--- src/rtl/cpu_controller_hs.sv ---
// Multicycle CPU control FSM with req/ready memory handshake, wait timeout and trap path.
module cpu_controller_hs #(
  parameter int unsigned MEM_TIMEOUT = 16,
  parameter int unsigned CNT_W       = 8,
  parameter int unsigned TRAP_EN     = 1
) (
  input  logic       clk,
  input  logic       rst,
  input  logic [3:0] opcode,
  input  logic       zero,
  input  logic       no_op,
  input  logic       move_to,
  input  logic       mem_ready,
  output logic       mem_req,
  output logic       adr_src,
  output logic       mem_write,
  output logic       ir_write,
  output logic       reg_write,
  output logic       result_src,
  output logic       a3_src,
  output logic [1:0] alu_src_a,
  output logic [1:0] alu_src_b,
  output logic [1:0] imm_src,
  output logic [1:0] pc_src,
  output logic [2:0] alu_op,
  output logic       pc_write,
  output logic       branch,
  output logic       old_pc_write,
  output logic       mdr_write,
  output logic       trap,
  output logic [1:0] trap_cause
);

  localparam bit             TO_EN     = (MEM_TIMEOUT != 0);
  localparam logic [CNT_W-1:0] TO_LAST = CNT_W'(TO_EN ? MEM_TIMEOUT - 1 : 0);
  localparam logic [1:0]     CAUSE_ILL = 2'd1;
  localparam logic [1:0]     CAUSE_TMO = 2'd2;

  typedef enum logic [3:0] {
    S_IF, S_ID, S_BRANCH, S_C_ALU, S_C_WB, S_JUMP, S_STORE,
    S_LOAD_EX, S_LOAD_MEM, S_LOAD_WB, S_IMM_EX, S_IMM_WB, S_TRAP
  } state_t;

  state_t           state, state_nxt;
  logic [CNT_W-1:0] wait_cnt;
  logic [1:0]       cause_nxt;
  logic             mem_state_c;
  logic             timeout_c;
  logic             zero_unused;

  // Branch-taken is formed in the datapath; the flag is not needed here.
  assign zero_unused = zero;

  assign mem_state_c = (state == S_IF) || (state == S_STORE) || (state == S_LOAD_MEM);
  assign timeout_c   = TO_EN && (wait_cnt == TO_LAST);

  // State register.
  always_ff @(posedge clk) begin
    if (!rst) state <= S_IF;
    else      state <= state_nxt;
  end

  // Memory wait counter and sticky trap cause captured on entry to TRAP.
  always_ff @(posedge clk) begin
    if (!rst) begin
      wait_cnt   <= '0;
      trap_cause <= 2'd0;
    end else begin
      if (mem_state_c && !mem_ready && !timeout_c) wait_cnt <= wait_cnt + CNT_W'(1);
      else                                         wait_cnt <= '0;
      if (state_nxt == S_TRAP) trap_cause <= cause_nxt;
    end
  end

  // Next-state decode; mem_ready takes priority over the timeout.
  always_comb begin
    state_nxt = state;
    cause_nxt = 2'd0;
    case (state)
      S_IF: begin
        if (mem_ready) state_nxt = S_ID;
        else if (timeout_c) begin
          state_nxt = S_TRAP;
          cause_nxt = CAUSE_TMO;
        end
      end
      S_ID: begin
        casez (opcode)
          4'b0100: state_nxt = S_BRANCH;
          4'b1000: state_nxt = S_C_ALU;
          4'b0010: state_nxt = S_JUMP;
          4'b0001: state_nxt = S_STORE;
          4'b0000: state_nxt = S_LOAD_EX;
          4'b11??: state_nxt = S_IMM_EX;
          default: begin
            if (TRAP_EN != 0) begin
              state_nxt = S_TRAP;
              cause_nxt = CAUSE_ILL;
            end else begin
              state_nxt = S_IF;
            end
          end
        endcase
      end
      S_C_ALU:   state_nxt = S_C_WB;
      S_LOAD_EX: state_nxt = S_LOAD_MEM;
      S_IMM_EX:  state_nxt = S_IMM_WB;
      S_STORE, S_LOAD_MEM: begin
        if (mem_ready) state_nxt = (state == S_STORE) ? S_IF : S_LOAD_WB;
        else if (timeout_c) begin
          state_nxt = S_TRAP;
          cause_nxt = CAUSE_TMO;
        end
      end
      default: state_nxt = S_IF;
    endcase
  end

  // Output decode; everything is forced low while reset is asserted.
  always_comb begin
    mem_req      = 1'b0;
    adr_src      = 1'b0;
    mem_write    = 1'b0;
    ir_write     = 1'b0;
    reg_write    = 1'b0;
    result_src   = 1'b0;
    a3_src       = 1'b0;
    alu_src_a    = 2'b00;
    alu_src_b    = 2'b00;
    imm_src      = 2'b00;
    pc_src       = 2'b00;
    alu_op       = 3'b000;
    pc_write     = 1'b0;
    branch       = 1'b0;
    old_pc_write = 1'b0;
    mdr_write    = 1'b0;
    trap         = 1'b0;
    if (rst) begin
      case (state)
        S_IF: begin
          mem_req      = 1'b1;
          alu_src_b    = 2'b01;
          ir_write     = mem_ready;
          pc_write     = mem_ready;
          old_pc_write = mem_ready;
        end
        S_BRANCH: begin
          alu_src_a = 2'b10;
          alu_op    = 3'b100;
          pc_src    = 2'b10;
          branch    = 1'b1;
        end
        S_C_ALU: begin
          alu_src_a = 2'b10;
          alu_op    = 3'b100;
        end
        S_C_WB: begin
          a3_src    = move_to;
          reg_write = !no_op;
        end
        S_JUMP: begin
          pc_src   = 2'b01;
          pc_write = 1'b1;
        end
        S_STORE: begin
          mem_req   = 1'b1;
          adr_src   = 1'b1;
          alu_src_b = 2'b10;
          alu_op    = 3'b100;
          mem_write = mem_ready;
        end
        S_LOAD_EX: begin
          alu_src_b = 2'b10;
          alu_op    = 3'b100;
        end
        S_LOAD_MEM: begin
          mem_req   = 1'b1;
          adr_src   = 1'b1;
          mdr_write = mem_ready;
        end
        S_LOAD_WB: begin
          result_src = 1'b1;
          reg_write  = 1'b1;
        end
        S_IMM_EX: begin
          alu_src_a = 2'b10;
          alu_src_b = 2'b10;
          alu_op    = {1'b0, opcode[1:0]};
        end
        S_IMM_WB: reg_write = 1'b1;
        S_TRAP: begin
          trap     = 1'b1;
          pc_src   = 2'b11;
          pc_write = 1'b1;
        end
        default: ;
      endcase
    end
  end

endmodule
--- config.mk ---
export PLATFORM = sky130hd
export DESIGN_NAME = cpu_controller_hs
export DESIGN_NICKNAME = d
export VERILOG_FILES = /design/src/rtl/cpu_controller_hs.sv
export SDC_FILE = /design/constraint.sdc
export NUM_CORES = 1
export LEC_CHECK = 0
export CAP_MARGIN = 20
export CELL_PAD_IN_SITES_DETAIL_PLACEMENT = 2
export CELL_PAD_IN_SITES_GLOBAL_PLACEMENT = 2
export CORE_MARGIN = 4
export CORE_UTILIZATION = 21
export CTS_CLUSTER_SIZE = 14
export DETAILED_ROUTE_END_ITERATION = 6
export PLACE_DENSITY_LB_ADDON = 0.1
export SKIP_CTS_REPAIR_TIMING = 1
export SLEW_MARGIN = 15
export SYNTH_ARGS = -nofsm -noshare
export SYNTH_HDL_FRONTEND = slang
export SYNTH_SLANG_ARGS = --single-unit
--- constraint.sdc ---
create_clock -name clk -period 1.5 [get_ports clk]
set_input_delay 0.15 -clock clk [delete_from_list [all_inputs] [get_ports clk]]
set_output_delay 0.15 -clock clk [all_outputs]
set_load 0.05 [all_outputs]
Word-level counts from Yosys, hierarchy flattened
Cells that the tools add are included.

cells by class
  multiplexer cells = 40
  add/subtract/negate cells = 1
  eq/ne operators = 19
  reduce and logical (&&, ||, !) cells = 18

operators by type and width
  operator                                       number
  one-hot mux 4 bit (6 select lines)             2
  == test 4 bit, second input constant           7
  two-way mux 1 bit                              21
  == test 4 x 3 -> 1 bit, second input constant  5
  two-way mux 4 bit                              4
  == test 4 x 2 -> 1 bit, second input constant  3
  two-way mux 2 bit                              6
  OR reduction 3 bit                             3
  adder 8 x 1 -> 8 bit, second input constant    1
  == test 4 x 1 -> 1 bit, second input constant  2
  == test 8 x 4 -> 1 bit, second input constant  1
  logical NOT 4 bit                              2
  one-hot mux 2 bit (2 select lines)             2
  one-hot mux 2 bit (3 select lines)             1
  one-hot mux 3 bit (2 select lines)             1
  OR reduction 2 bit                             3
  OR reduction 6 bit                             1
  one-hot mux 1 bit (2 select lines)             2
  OR reduction 4 bit                             1
  logical NOT 1 bit                              3
  two-way mux 3 bit                              1
  == test 2 bit, second input constant           1
  logical AND 1 bit                              2
  logical OR 1 bit                               2
  AND reduction 2 bit                            1

storage, ports and cells
  flip-flop bits (word level) = 14
  bits of input ports = 10

Depth between registers and ports, before layout
  word-level depth = 6
  mapped depth = 7

Worst setup path after synthesis
OpenSTA, ideal clock, no wires.

  kind = reg2out
  from = register state[3]
  to = output port alu_src_a[1]
  data arrival time = 3.104 ns
  cell stages (with the launch flop) = 4
  required time = 1.350 ns
  buffers on the path = 2
  slack = -1.754 ns
  cells stage by stage = dfxtp_1 -> buf_2 -> clkbuf_1 -> a2111oi_0

between the ends
  cells in the longest elaborated chain, start to end = 4
  elaborated cells between the ends (all ways) = 6
  those cells by class = eq/ne (3); mux (2); reduce/logical (1)

ends and longest elaborated chain
  what                                                            line  RTL
  from (decl)                                                     44    state_t state, state_nxt;
  from (signal assigned)                                          60    else state <= state_nxt;
  == test 4 x 2 -> 1 bit / == test 4 bit (equally long branches)  139   case (state)
  OR reduction 3 bit (no source line) *                           -
  two-way mux 2 bit *                                             139
  two-way mux 2 bit *                                             138   if (rst) begin
  to (decl)                                                       21    output logic [1:0] alu_src_a,

Every way passes the cells marked *; elsewhere a longest branch is shown, timed or not.

Final worst setup path
  from = register state[3]
  to = output port reg_write

between the ends
  cells in the longest elaborated chain, start to end = 4
  elaborated cells between the ends (all ways) = 6
  those cells by class = eq/ne (3); mux (2); reduce/logical (1)

ends and longest elaborated chain
  what                                  line  RTL
  == test 4 bit                         139
  OR reduction 2 bit (no source line)   -
  one-hot mux 1 bit (2 select lines) *  139
  two-way mux 1 bit *                   138
  to (decl)                             18    output logic reg_write,

Marks and branches as above.

==> metrics.cfg <==
[status]
status = complete, but fails checks
failed_checks = setup timing

[worst_setup_path]
crit_type = reg2out
crit_arrival_ns = 1.55
crit_path_max_fanout = 7
path_cells = nand2b_4, or4_4, a21oi_4, buf_12
crit_path_max_incr_delay_ns = 0.44
cp_slowest_cell = or4_4
crit_path_start_kind = flip-flop
worstPathRequired_ns = 1.35
critPathCaptureType = output pin

[sta]
period_share_pct = 114
fin_worst_skew_ns = 0.00267
final.min_clock_period_ns = 1.70
slew_violations = 0
rsz0062_at_grt = true
setup_ws_ns = -0.204
max_freq_mhz = 587
setup_viol_count_final = 16
hold_viol = 0

[detailed_routing]
wire_per_inst_um = 18.5
ant_nets = 0
drt_first_iter_violations = 34
routed_via_density = 4.90
drc = 0
num_vias = 1270
dr.pass1.iters = 4
drt_wl_total_mm = 4.79

[cells_and_area]
final_core_utilization_pct = 51.3
diodes = 0
n_fill_cell = 447
area_delta_synth_final_pct = 130
layout-drive-gt1-share_pct = 61.8
fin_cells = 259
final_nets = 219

[global_route]
grt_pass1_wl_mm = 6.68
gr-total-overflow = 0
grt_start_max_net_pins = 11
grtUsageTotal_pct = 14.0
antenna_found_initial = 0
grt_pass1_vias = 1343

[placement]
gp_congestion = 0.740
dp_hpwl_mm = 3.30
portBuffers = 30
dp_slack_ns = -0.251
dp_cells = 244

[cts]
worstSkewPairLatency_ns = 0.24
cts_tree = done
numCtsBuffers = 3
clock-sinks = 14
root_buffer = clkbuf_8
clock_path_buffers = 2
clk_pin_slew_ns = 0.06
htree_levels = 1

[floorplanning]
pin_count = 35
core_area_sq_um = 4470
fp.dieW_um = 76.9
die-height_um = 76.9
die_area_sq_um = 5920
initial_utilization_pct = 22.3
rows = 24

[logic_synthesis]
ys.warnings.count = 0
synth-edff-count = 0
async_reset_ff_share_pct = 0
syn_area_sq_um = 997
ys_seq_elements = 14
ys.flop_type = dfxtp_1
synth_cell_type_count = 41
synth.avg_cell_area_sq_um = 7.17
ys_seq_area_share_pct = 28.1
synthCells = 139

[pwr]
vdd_drop_max_uv = 288
cellLeakagePower_uw = 0.000904
p_per_area_nw_per_um2 = 627

[worst_hold_path]
holdCritPathClass = reg2reg

[job]
cap_violations = 0

[worst paths after layout]
check | from | to | slack [ns] | cells past startpoint
setup / recovery | state[3] | reg_write | -0.20 | 4
setup reg to reg | state[3] | trap_cause[0] | -0.02 | 8
hold reg to reg | wait_cnt[0] | wait_cnt[0] | 0.46 | 1
hold / removal | wait_cnt[0] | wait_cnt[0] | 0.46 | 1
[worst max-delay path: cells and delay by family, from the launching register on]
kind	cells	cell delay (ns)
DFF	1	0.37
and+or+nand+nor	2	0.60
buffers and inverters	1	0.15
AOI/OAI and AO/OA	1	0.18
[where the power goes]
part           switching [uW]  total (uW)  internal (uW)
Combinational             351         659            308
Clock                     136         369            232
Sequential               27.2         411            384
[routing by layer]
metal | part of all wire [%] | track usage, % | wire length (um)
met1 | 41 | 16.4 | 1940
met2 | 57 | 26.7 | 2710
met3 | 2.9 | 3.04 | 141
met4 | 0 | 1.63 | 0
met5 | 0 | 0 | 0
[cell type report]
type                       count  area [sq um]  share of cell area, %
multi-input combinational    109           953                   41.5
timing repair buffer          76           900                   39.2
sequential                    14           302                   13.1
tap                           52          65.1                   2.84
clock buffer                   4          55.1                   2.40
inverter                       4          20.0                  0.872
[cells in the mapped netlist (2+ instances only)]
cell	count	area [sq um]
a211oi_1	2	15.0
a21oi_1	10	50.1
and2_1	3	18.8
and3_1	5	31.3
buf_2	3	15.0
buf_4	4	30.0
clkbuf_1	7	26.3
dfxtp_1	14	280
inv_1	3	11.3
nand2_1	11	41.3
nand2b_1	3	18.8
nand3_1	4	20.0
nor2_1	24	90.1
nor2b_1	2	12.5
nor3_1	5	25.0
nor4_1	5	31.3
o21ai_0	5	25.0
xnor2_1	4	35.0
xor2_1	3	26.3
[registers in the layout (all words and copies together), names as in the netlist]
register    flops
state           4
wait_cnt        8
trap_cause      2
[cell usage in the layout (no fill, tap or decap), drive strengths merged, types with 2 or more instances in the layout]
| cell type | n |
|---|---|
| a211oi | 2 |
| a21oi | 11 |
| and2 | 3 |
| and3 | 5 |
| buf | 67 |
| clkbuf | 5 |
| clkdlybuf4s50 | 6 |
| conb | 3 |
| dfxtp | 14 |
| dlymetal6s2s | 2 |
| inv | 4 |
| nand2 | 11 |
| nand2b | 3 |
| nand3 | 4 |
| nor2 | 24 |
| nor2b | 2 |
| nor3 | 5 |
| nor4 | 6 |
| o21ai | 7 |
| xnor2 | 4 |
| xor2 | 3 |
[stage by stage]
| stage | setup TNS, ns | hold WS (ns) | power (uW) | area, sq um |
|---|---|---|---|---|
| after detailed placement | -3.32 | 0.444 | 945 | 1880 |
| after floorplan | -1.07 | 0.393 | 715 | 1180 |
| final | -1.30 | 0.458 | 1440 | 2290 |
| after global placement | -2.44 | 0.432 | 929 | 1880 |
| after CTS | -5.23 | 0.464 | 1330 | 1930 |
| after global routing | -2.48 | 0.475 | 1510 | 2290 |
[logic make-up (layout without fill, tap and decap cells)]
| group | count (synthesis) | count (layout) | share of synthesized area [%] |
|---|---|---|---|
| fa+ha+maj | 2 | 2 | 2.38 |
| simple gates | 70 | 70 | 36.3 |
| other cells | 1 | 3 | 0.376 |
| compound gates | 27 | 27 | 18.1 |
| buf+inv | 18 | 84 | 8.66 |
| xor+xnor | 7 | 7 | 6.15 |
| flops | 14 | 14 | 28.1 |
Note: power is estimated with default switching activity, not from simulation.
